File: config.mk
export PLATFORM = sky130hd
export DESIGN_NAME = btn_encoder_flat
export DESIGN_NICKNAME = d
export VERILOG_FILES = /design/src/rtl/btn_encoder_if.sv /design/src/rtl/btn_encoder.sv /design/src/flat_wrapper.sv
export SDC_FILE = /design/constraint.sdc
export NUM_CORES = 1
export LEC_CHECK = 0
export CAP_MARGIN = 20
export CORE_MARGIN = 2
export CORE_UTILIZATION = 49
export DETAILED_ROUTE_END_ITERATION = 8
export PLACE_DENSITY = 0.8
export REMOVE_ABC_BUFFERS = 1
export SLEW_MARGIN = 20
export SYNTH_ARGS = -nofsm -noshare
export SYNTH_HDL_FRONTEND = slang
export SYNTH_SLANG_ARGS = --single-unit
File: constraint.sdc
create_clock -name clk -period 2.5 [get_ports clk]
set_input_delay 0.25 -clock clk [delete_from_list [all_inputs] [get_ports clk]]
set_output_delay 0.25 -clock clk [all_outputs]
set_load 0.03 [all_outputs]
File: src/rtl/btn_encoder_if.sv
// rtl/btn_encoder_if.sv - raw button pins in, debounced button vector and flags out
interface btn_encoder_if;
  logic [3:0] raw;
  logic [3:0] btn;
  logic       invalid;
  logic       strobe;
  logic [1:0] code;

  modport master (output raw, input btn, invalid, strobe, code);
  modport slave  (input raw, output btn, invalid, strobe, code);
endinterface

File: src/rtl/btn_encoder.sv
// rtl/btn_encoder.sv - debounced 4-button encoder with invalid flag, press strobe and binary code
// Optional BTN_AUTO_REPEAT_EN: repeat strobe every REPEAT_CYC cycles while a single button is held.
module btn_encoder #(
  parameter int DEB_CYC    = 4,
  parameter int REPEAT_CYC = 16
) (
  input  logic         clk,
  input  logic         rst,
  btn_encoder_if.slave bus
);

  typedef enum logic [1:0] {IDLE, DEBOUNCE, HELD, RELEASE} state_t;

  localparam logic [7:0] DEB_LAST = 8'(DEB_CYC - 1);

  if (DEB_CYC < 2 || DEB_CYC > 255 || REPEAT_CYC < 2) begin : g_param_check
    $error("btn_encoder: DEB_CYC must be 2..255 and REPEAT_CYC at least 2");
  end

  state_t     state;
  state_t     state_nxt;
  logic [3:0] sync1;
  logic [3:0] s;
  logic [3:0] cap;
  logic [3:0] cap_nxt;
  logic [7:0] cnt;
  logic [7:0] cnt_nxt;
  logic [3:0] btn_q;
  logic [3:0] btn_nxt;
  logic       invalid_q;
  logic       strobe_q;
  logic       strobe_nxt;
  logic [1:0] code_q;

  function automatic logic multi_hot(input logic [3:0] v);
    return (v & (v - 4'd1)) != 4'd0;
  endfunction

  function automatic logic [1:0] low_index(input logic [3:0] v);
    if (v[0])      return 2'd0;
    else if (v[1]) return 2'd1;
    else if (v[2]) return 2'd2;
    else if (v[3]) return 2'd3;
    else           return 2'd0;
  endfunction

  always_ff @(posedge clk) begin
    if (rst) begin
      sync1 <= 4'd0;
      s     <= 4'd0;
    end else begin
      sync1 <= bus.raw;
      s     <= sync1;
    end
  end

`ifdef BTN_AUTO_REPEAT_EN
  localparam int REP_W = ($clog2(REPEAT_CYC) < 1) ? 1 : $clog2(REPEAT_CYC);
  localparam logic [REP_W-1:0] REP_LAST = REP_W'(REPEAT_CYC - 1);

  logic [REP_W-1:0] rep_cnt;
  logic             rep_fire;

  // Counter only runs while staying in HELD, so entry, exit and glitch returns all restart it.
  always_ff @(posedge clk) begin
    if (rst || state != HELD || state_nxt != HELD || invalid_q || rep_cnt == REP_LAST)
      rep_cnt <= '0;
    else
      rep_cnt <= rep_cnt + 1'b1;
  end

  assign rep_fire = (state == HELD) && (state_nxt == HELD) && !invalid_q && (rep_cnt == REP_LAST);
`endif

  always_ff @(posedge clk) begin
    if (rst) begin
      state     <= IDLE;
      cap       <= 4'd0;
      cnt       <= 8'd0;
      btn_q     <= 4'd0;
      invalid_q <= 1'b0;
      strobe_q  <= 1'b0;
      code_q    <= 2'd0;
    end else begin
      state     <= state_nxt;
      cap       <= cap_nxt;
      cnt       <= cnt_nxt;
      btn_q     <= btn_nxt;
      invalid_q <= multi_hot(btn_nxt);
      strobe_q  <= strobe_nxt;
      code_q    <= low_index(btn_nxt);
    end
  end

  always_comb begin
    state_nxt = state;
    cap_nxt   = cap;
    cnt_nxt   = cnt;
    case (state)
      IDLE: begin
        if (s != 4'd0) begin
          state_nxt = DEBOUNCE;
          cap_nxt   = s;
          cnt_nxt   = 8'd0;
        end
      end
      DEBOUNCE: begin
        if (s == 4'd0) begin
          state_nxt = IDLE;
        end else if (s != cap) begin
          cap_nxt = s;
          cnt_nxt = 8'd0;
        end else if (cnt == DEB_LAST) begin
          state_nxt = HELD;
        end else begin
          cnt_nxt = cnt + 8'd1;
        end
      end
      HELD: begin
        if (s != btn_q) begin
          state_nxt = RELEASE;
          cnt_nxt   = 8'd0;
        end
      end
      RELEASE: begin
        // Any non-matching sample counts toward release, so a set change always drops to btn=0 first.
        if (s == btn_q) begin
          state_nxt = HELD;
        end else if (cnt == DEB_LAST) begin
          state_nxt = IDLE;
        end else begin
          cnt_nxt = cnt + 8'd1;
        end
      end
      default: state_nxt = IDLE;
    endcase
  end

  always_comb begin
    btn_nxt    = btn_q;
    strobe_nxt = 1'b0;
    if (state == DEBOUNCE && state_nxt == HELD) begin
      btn_nxt    = cap;
      strobe_nxt = 1'b1;
    end else if (state == RELEASE && state_nxt == IDLE) begin
      btn_nxt = 4'd0;
    end
`ifdef BTN_AUTO_REPEAT_EN
    else if (rep_fire) begin
      strobe_nxt = 1'b1;
    end
`endif
  end

  assign bus.btn     = btn_q;
  assign bus.invalid = invalid_q;
  assign bus.strobe  = strobe_q;
  assign bus.code    = code_q;

endmodule

File: src/flat_wrapper.sv
// flat-port wrapper written by rule: the top's interface ports become plain ports
module btn_encoder_flat 
#(
  parameter int DEB_CYC    = 4,
  parameter int REPEAT_CYC = 16
)
  (clk, rst, bus_raw, bus_btn, bus_invalid, bus_strobe, bus_code);
  btn_encoder_if bus_i ();
  input  logic clk;
  input  logic rst;
  input wire logic [$bits(bus_i.raw)-1:0] bus_raw;
  output wire logic [$bits(bus_i.btn)-1:0] bus_btn;
  output wire logic [$bits(bus_i.invalid)-1:0] bus_invalid;
  output wire logic [$bits(bus_i.strobe)-1:0] bus_strobe;
  output wire logic [$bits(bus_i.code)-1:0] bus_code;
  assign bus_i.raw = bus_raw;
  assign bus_btn = bus_i.btn;
  assign bus_invalid = bus_i.invalid;
  assign bus_strobe = bus_i.strobe;
  assign bus_code = bus_i.code;
  btn_encoder #(.DEB_CYC(DEB_CYC), .REPEAT_CYC(REPEAT_CYC)) u_core (.clk(clk), .rst(rst), .bus(bus_i));
endmodule
Word level (Yosys, flattened, before mapping)
Cells that the tools add are included.
Cells by class
  $add $sub $neg: 2
  $mul: 0
  divide/modulo/power cells: 0
  order comparisons: 0
  eq/ne operators: 13
  shift operators: 0
  muxes and demuxes: 25
  bitwise gates (word level): 1
  reductions and logical operators: 12
Operator list (number)
  8-bit two-way mux: 6
  8-bit case mux with 4 select lines: 1
  4-bit two-way mux: 5
  2-bit two-way mux: 9
  8-bit by 1-bit adder with 8-bit output, second input constant: 1
  8-bit by 2-bit equality test with 1-bit output, second input constant: 1
  4-bit inequality test: 2
  2-bit case mux with 4 select lines: 1
  4-bit case mux with 2 select lines: 1
  4-bit AND reduction: 2
  4-bit nonzero test: 2
  2-bit equality test, second input constant: 3
  2-bit by 1-bit inequality test with 1-bit output, second input constant: 3
  4-bit bitwise AND: 1
  4-bit equality test: 1
  2-bit zero test: 2
  4-bit zero test: 1
  2-bit inequality test, second input constant: 2
  4-bit by 1-bit subtractor with 4-bit output, second input constant: 1
  3-bit OR reduction: 1
  2-bit by 1-bit equality test with 1-bit output, second input constant: 1
  1-bit logical AND: 2
  1-bit two-way mux: 2
  2-bit nonzero test: 1
  2-bit OR reduction: 1
Word-level totals
  flip-flop bits (word level): 30
  latch bits: 0
  memory bits (writable): 0
  bits in read-only memories: 0
  input bits: 6
  output and inout port bits: 8
  word-level logic and storage cells: 63
  memories: 0

Longest topological paths before layout
Gate-level depths: netlist of the first run.
  depth in word-level cells: 12
  mapped depth: 8
  depth with buffers taken out: 7

Worst setup path before layout of the first run
OpenSTA, ideal clock, no wires.
  path type: reg-to-reg
  from: register u_core.cnt[4]
  to: register u_core.code_q[0] (netlist: u_core.bus.code[0])
  library setup time: 0.131 ns
  data arrival time: 2.350 ns
  required time: 2.369 ns
  setup slack: 0.019 ns
  cell stages (with the launch flop): 8
  buffers on the path: 1
  clock period less this slack: 2.481 ns
  cells stage by stage: dfxtp_1 -> or4_1 -> or4_1 -> or3_1 -> buf_6 -> mux2_4 -> a221oi_2 -> nor3b_1
On the way
  longest elaborated chain between the ends: 12
  elaborated cells on any way between the ends: 17
  classes of those cells: eq/ne: 2; mux: 11; reduce/logical: 4
Ends and longest elaborated chain
  start: declaration: line btn_encoder.sv:26  | logic [7:0] cnt;
  start signal: assignment: line btn_encoder.sv:87  | cnt <= cnt_nxt;
  8-bit by 2-bit equality test with 1-bit output *: line btn_encoder.sv:113, btn_encoder.sv:129
  2-bit two-way mux: line btn_encoder.sv:113  | end else if (cnt == DEB_LAST) begin
  2-bit two-way mux: line btn_encoder.sv:110  | end else if (s != cap) begin
  2-bit two-way mux: line btn_encoder.sv:108  | if (s == 4'd0) begin
  2-bit case mux with 4 select lines *: line btn_encoder.sv:99  | case (state)
  2-bit zero test: line btn_encoder.sv:145  | end else if (state == RELEASE && state_nxt == IDLE) begin
  1-bit logical AND: line btn_encoder.sv:145
  4-bit two-way mux: line btn_encoder.sv:145
  4-bit two-way mux *: line btn_encoder.sv:142  | if (state == DEBOUNCE && state_nxt == HELD) begin
  2-bit two-way mux: line btn_encoder.sv:43  | else if (v[3]) return 2'd3;
  2-bit two-way mux: line btn_encoder.sv:42  | else if (v[2]) return 2'd2;
  1-bit two-way mux: line btn_encoder.sv:41  | else if (v[1]) return 2'd1;
  end signal: assignment: line btn_encoder.sv:91  | code_q <= low_index(btn_nxt);
  end: declaration: line btn_encoder.sv:33  | logic [1:0] code_q;
Mark *: on every way between the ends. The rest lies on a longest branch, timed or not.
A chain may end at the register's enable or synchronous reset.

Worst setup path after layout of the first run
  from: register u_core.cnt[5]
  to: register u_core.code_q[0] (netlist: u_core.bus.code[0])
The elaborated chain is that of the path after synthesis.

==> results of run 1 <==
through the flow:
stage / power (uW) / setup TNS, ns
4_1_cts: 890 / 0
3_3_place_gp: 587 / -0.0157
5_1_grt: 917 / -0.0626
3_5_place_dp: 591 / -0.0785
6_report: 885 / 0
2_1_floorplan: 559 / -0.280
cell usage in the layout (no fill, tap or decap), types with 3 or more instances in the layout:
cell type	count
nand2_1	7
nand3_1	5
xnor2_1	6
inv_1	3
dfxtp_1	29
mux2i_1	6
buf_4	11
nor4_1	4
o21ai_0	5
clkdlybuf4s50_1	13
a21oi_1	4
nor2b_1	9
clkbuf_4	5
nand4_1	3
xor2_1	9
nor2_1	19
layout make-up:
cell class,count,share of cell area
Tap cell,30,0.0225
Inverter,3,0.00674
Multi-Input combinational cell,105,0.445
Clock buffer,6,0.0307
Clock inverter,2,0.00749
Sequential cell,30,0.360
Timing Repair Buffer,24,0.127
worst paths after layout:
kind / start / to / slack (ns) / cells after the start
max reg2reg: u_core.cnt[5]$_SDFFE_PP0P_ / u_core.bus.code[0]$_SDFF_PP0_ / 0.001 / 6
max: u_core.cnt[5]$_SDFFE_PP0P_ / u_core.bus.code[0]$_SDFF_PP0_ / 0.001 / 6
min reg2reg: u_core.sync1[1]$_SDFF_PP0_ / u_core.s[1]$_SDFF_PP0_ / 0.44 / 1
min: u_core.sync1[1]$_SDFF_PP0_ / u_core.s[1]$_SDFF_PP0_ / 0.44 / 1
metal layers:
layer,part of all wire,GRT usage,routed length (um)
met1,0.43,0.229,1170
met3,0.053,0.0488,145
met2,0.49,0.304,1330
met4,0.026,0.112,71
met5,0,0,0
what timing repair did:
item | in CTS | in global routing
pin swaps | 0 | 6
endpoints found under the setup margin | 2 | 4
hold buffers | 0 | 0
gates resized for setup | 1 | 8
power breakdown:
group / switching [uW] / internal, uW
registers: 12.5 / 490
logic: 42.1 / 37.0
clock network: 168 / 135
total: 223 / 662
Yosys cell counts (2+ instances only):
master | instances | area share
o21ai_0 | 5 | 0.019
xor2_1 | 9 | 0.059
and2_1 | 2 | 0.0094
nand2_1 | 7 | 0.020
nor2_1 | 19 | 0.053
a21oi_1 | 4 | 0.015
or3_1 | 2 | 0.0094
or4_1 | 3 | 0.017
xnor2_1 | 6 | 0.039
mux2i_1 | 7 | 0.052
clkbuf_1 | 3 | 0.0084
o22ai_1 | 2 | 0.0094
inv_1 | 3 | 0.0084
nand4_1 | 3 | 0.014
dfxtp_1 | 30 | 0.45
nor4_1 | 4 | 0.019
nor2b_1 | 9 | 0.042
nand3_1 | 5 | 0.019
sequential cells by signal, indices dropped and copies added (netlist names):
| name | cells |
|---|---|
| u_core.bus.btn | 4 |
| u_core.sync1 | 4 |
| u_core.bus.strobe | 1 |
| u_core.bus.code | 2 |
| u_core.s | 4 |
| u_core.state | 2 |
| u_core.cnt | 8 |
| u_core.cap | 4 |
| u_core.bus.invalid | 1 |
cell families after synthesis:
family / share of synthesized area
muxes: 0.0806
xor gates and xnor gates: 0.0984
buffers and inverters: 0.0253
AOI/OAI and AO/OA: 0.0918
and+or+nand+nor: 0.245
DFF: 0.450
adders and majority gates: 0.00937
==> flow_metrics.tcl, run 1 <==
set metrics [dict create \
    power_leakage_uw 0.000634 \
    buffer_ports.inserted 13 \
    avgSynthCellArea_um2 9.40 \
    layout_worst_path_cycle_share 0.999 \
    drt-vias-per-instance 5.52 \
    cts.path.max_buffers 2 \
    post_cts_buffers 0 \
    finalNetCount 176 \
    cts.sinks 30 \
    timing.final.crit_period_ns 2.50 \
    holdCritPathClass "reg -> reg" \
    detailedRoute.firstIterationViolations 28 \
    setup_viol 0 \
    grt_pass1_wl_mm 4.64 \
    postSynthRegisterBits 30 \
    antenna_cells_inserted 0 \
    die_height_um 56.2 \
    number_of_fill_cells_in_the_layout 225 \
    clock_tree_from_tritoncts "yes" \
    crit_path_top_cell_by_count "or4_4" \
    seq_area_um2 602 \
    dp_slack_ns -0.0393 \
    grt_pass1_vias 1082 \
    clock_skew_ns 0.00430 \
    die_w_um 56.2 \
    setup_slack_ns 0.00149 \
    mappedNetlistArea_mm2 0.00134 \
    post_synth_inst_count 142 \
    powerDensity_mw_per_mm2 530 \
    dieArea_mm2 0.00316 \
    grt.overflow.total 0 \
    timing.critical_path.fanout_max 4 \
    detail_route.wirelength_mm 2.71 \
    timing.critical_path.max_delay_family "simple AND/OR/NAND/NOR gates" \
    io_pins 14 \
    flow.area_growth_from_synthesis_pct 25.1 \
    ys_async_sr_fraction 0 \
    relative_slew_slack 0.641 \
    routedWlPerCell_um 13.6 \
    fmax_mhz 400 \
    detail-route-antenna-nets 0 \
    drc_errors 0 \
    crit_path_end_kind "flip-flop" \
    share_of_post_route_cells_with_drive_strength_above_1 0.194 \
    irDropWorstVdd_mv 0.453 \
    type_of_the_worst_setup_path "reg -> reg" \
    route.vias.total 1104 \
    outcome "finished clean" \
    core_region_area_mm2 0.00252 \
    worst_pin_slew_ns 0.536 \
    clk-insertion-delay-late_ns 0.33 \
    critical_path.cell_chain "or4_4 -> or4_4 -> or3_4 -> mux2_4 -> a221oi_4 -> nor3b_2" \
    grt_setup_unrepaired "true" \
    drt_first_pass_iters 4 \
    required_ns 2.71 \
    dominantRegCellSynth "dfxtp_1" \
    cts-buffers-inserted 5 \
    placedInstanceArea_mm2 0.00156 \
    synthesis.yosys.warnings 0 \
    worstSetupStartpointType "flip-flop" \
    groute.usage.overall 0.191 \
    number_of_antenna_violations_at_the_first_check_in_global_routing 0 \
    crit_arrival_ns 2.71 \
    final_cell_area_mm2 0.00167 \
    grt_max_degree 14 \
    ctsHtreeMaxLevel 2 \
    finalNonFillerCells 200 \
    synth_cell_type_count 37 \
    finalWeightedCongestion 0.791 \
    final_core_utilization 0.662 \
    place_hpwl_mm 1.95 \
    hold_viol_final 0 \
    start_util 0.529 \
    timing.hold.ws_ns 0.445 \
    core.rowCount 18 \
    synth_seq_area_share 0.450 \
    slew_violations 0 \
    synth_edf_count 0 \
    max_stage_delay_ns 0.53 \
    multi_input_logic_area_um2 743 \
    critPathSlowestCell "or4_4" \
    clkTransAtPathRegs_ns 0.09 \
    path_buf_inv 0 \
    cts_root_buffer "clkbuf_4" \
    timing.max_cap.violations 0 \
    placed_cells 192 \
]
Power figures use the tool's default switching activity.
==> inputs of run 2 (changes only) <==
==> constraint.sdc (replaced) <==
create_clock -name clk -period 2.5 [get_ports clk]
set_input_delay 0.625 -clock clk [delete_from_list [all_inputs] [get_ports clk]]
set_output_delay 0.625 -clock clk [all_outputs]
set_load 0.03 [all_outputs]
==> run 2 against run 1 <==
Compared with the run above: count of clock-buffer cells in the layout rose by 1; utilization up 0.099 points; largest cell class unchanged; cell area increased by 0.15%; register-to-register slack better by 0.02 ns; critical endpoint unchanged; sequential power hardly changed; sequential share of layout area shrank 0.054 points.
==> flow_metrics.tcl, run 2 (synthesized netlist as in run 1, its figures left out) <==
set metrics [dict create \
    finalNonFillerCells 201 \
    crit_path_end_kind "flip-flop" \
    type_of_the_worst_setup_path "reg -> reg" \
    ff2ff_setup_slack_ns 0.02 \
    relative_slew_slack 0.626 \
    clock_skew_ns 0.0115 \
    slew_violations 0 \
    io_pins 14 \
    share_of_post_route_cells_with_drive_strength_above_1 0.193 \
    grt_max_degree 14 \
    holdCritPathClass "reg -> reg" \
    finalSetupTns_ns 0 \
    worst_hold_startpoint "u_core.sync1[2]$_SDFF_PP0_" \
    core.rowCount 18 \
    rr_endpoint "u_core.bus.code[0]$_SDFF_PP0_" \
    ctsHtreeMaxLevel 2 \
    holdPathEnd "u_core.s[2]$_SDFF_PP0_" \
    irDropWorstVdd_mv 0.405 \
    setup_viol 0 \
    min_delay_path_depth 1 \
    path_buf_inv 0 \
    buffer_ports.inserted 13 \
    clock_tree_from_tritoncts "yes" \
    worst_pin_slew_ns 0.553 \
    largest_register_ffs 8 \
    cts_root_buffer "clkbuf_4" \
    antenna_cells_inserted 0 \
    required_ns 2.73 \
    crit-reg2reg-launch "u_core.cnt[5]$_SDFFE_PP0P_" \
    routedWlPerCell_um 13.3 \
    flow.area_growth_from_synthesis_pct 25.3 \
    rr_worst_depth 6 \
    cts.sinks 30 \
    finalNetCount 177 \
    number_of_antenna_violations_at_the_first_check_in_global_routing 0 \
    layout_commonest_cell "dfxtp_1" \
    timing.critical_path.fanout_max 4 \
    largest_register "u_core.cnt" \
    final_core_utilization 0.663 \
    detail_route.wirelength_mm 2.67 \
    detail-route-antenna-nets 0 \
    core_region_area_mm2 0.00252 \
    finalWeightedCongestion 0.801 \
    clk-insertion-delay-late_ns 0.34 \
    grt_setup_unrepaired "true" \
    detailedRoute.firstIterationViolations 34 \
    groute.usage.overall 0.187 \
    place_hpwl_mm 1.87 \
    drc_errors 0 \
    cts-buffers-inserted 5 \
    critPathSlowestCell "or4_4" \
    grt_pass1_vias 1081 \
    timing.final.crit_period_ns 2.48 \
    clkTransAtPathRegs_ns 0.10 \
    die_height_um 56.2 \
    fmax_mhz 403 \
    die_w_um 56.2 \
    power_leakage_uw 0.000643 \
    layout_worst_path_cycle_share 0.992 \
    max_stage_delay_ns 0.53 \
    seq_area_um2 602 \
    route.vias.total 1119 \
    timing.critical_path.max_delay_family "simple AND/OR/NAND/NOR gates" \
    drt-vias-per-instance 5.57 \
    outcome "finished clean" \
    placed_cells 192 \
    start_util 0.529 \
    number_of_fill_cells_in_the_layout 222 \
    placedInstanceArea_mm2 0.00156 \
    grt_pass1_wl_mm 4.61 \
    hold_viol_final 0 \
    dieArea_mm2 0.00316 \
    multi_input_logic_area_um2 742 \
    worstSetupStartpointType "flip-flop" \
    critical_path.cell_chain "or4_4 -> or4_4 -> or3_4 -> mux2_4 -> a221oi_4 -> nor3b_2" \
    mostFrequentLayoutCells "dfxtp_1, nor2_1, clkdlybuf4s50_1, buf_4" \
    powerDensity_mw_per_mm2 531 \
    cts.path.max_buffers 2 \
    grt.overflow.total 0 \
    crit_path_top_cell_by_count "or4_4" \
    timing.max_cap.violations 0 \
    crit_arrival_ns 2.70 \
    cts.hold.buffers_added 0 \
    drt_first_pass_iters 4 \
    final_cell_area_mm2 0.00167 \
]
## run 2: layout make-up
cell class | count | share of cell area
Inverter | 3 | 0.00673
Timing Repair Buffer | 25 | 0.132
Clock inverter | 1 | 0.00299
Clock buffer | 7 | 0.0329
Tap cell | 30 | 0.0224
Multi-Input combinational cell | 105 | 0.444
Sequential cell | 30 | 0.360
## run 2: layer usage
layer  vias to the layer above  share of wire  track usage
met5                         -              0            0
met4                         0          0.019       0.0714
met3                         6          0.062       0.0721
met2                        31           0.47        0.294
met1                       531           0.45        0.229
li1                        551              -            -
## run 2: repair_timing
action,4_1_cts,5_1_grt
pin swaps,0,6
setup endpoints to repair,3,5
gates cloned,0,0
gates resized for setup,1,8
setup buffers,0,1
## run 2: through the flow
stage               hold WS [ns]  setup WS (ns)  power (uW)
floorplan                  0.414         -0.203         559
global placement           0.418        -0.0142         589
detailed placement         0.429        -0.0570         593
CTS                        0.451         0.0118         893
global route               0.458        -0.0407         922
finish                     0.449         0.0207         889
## run 2: report_power, final
| part | switching (uW) | leakage (uW) | total (uW) | internal (uW) |
|---|---|---|---|---|
| clock | 169 | 0.0000353 | 306 | 136 |
| sequential | 10.7 | 0.000245 | 501 | 490 |
| combinational | 43.2 | 0.000363 | 82.4 | 39.2 |
## run 2: worst max path at each step
| stage | startpoint | endpoint | slack (ns) | cells after the start |
|---|---|---|---|---|
| floorplan | u_core.cnt[4]$_SDFFE_PP0P_ | u_core.bus.code[0]$_SDFF_PP0_ | -0.20 | 6 |
| global placement | u_core.cnt[4]$_SDFFE_PP0P_ | u_core.bus.code[0]$_SDFF_PP0_ | -0.01 | 7 |
| detailed placement | u_core.cnt[4]$_SDFFE_PP0P_ | u_core.bus.code[0]$_SDFF_PP0_ | -0.06 | 7 |
| CTS | u_core.cnt[4]$_SDFFE_PP0P_ | u_core.bus.code[0]$_SDFF_PP0_ | 0.01 | 6 |
| global route | u_core.cnt[5]$_SDFFE_PP0P_ | u_core.bus.code[0]$_SDFF_PP0_ | -0.04 | 6 |
| finish | u_core.cnt[5]$_SDFFE_PP0P_ | u_core.bus.code[0]$_SDFF_PP0_ | 0.02 | 6 |
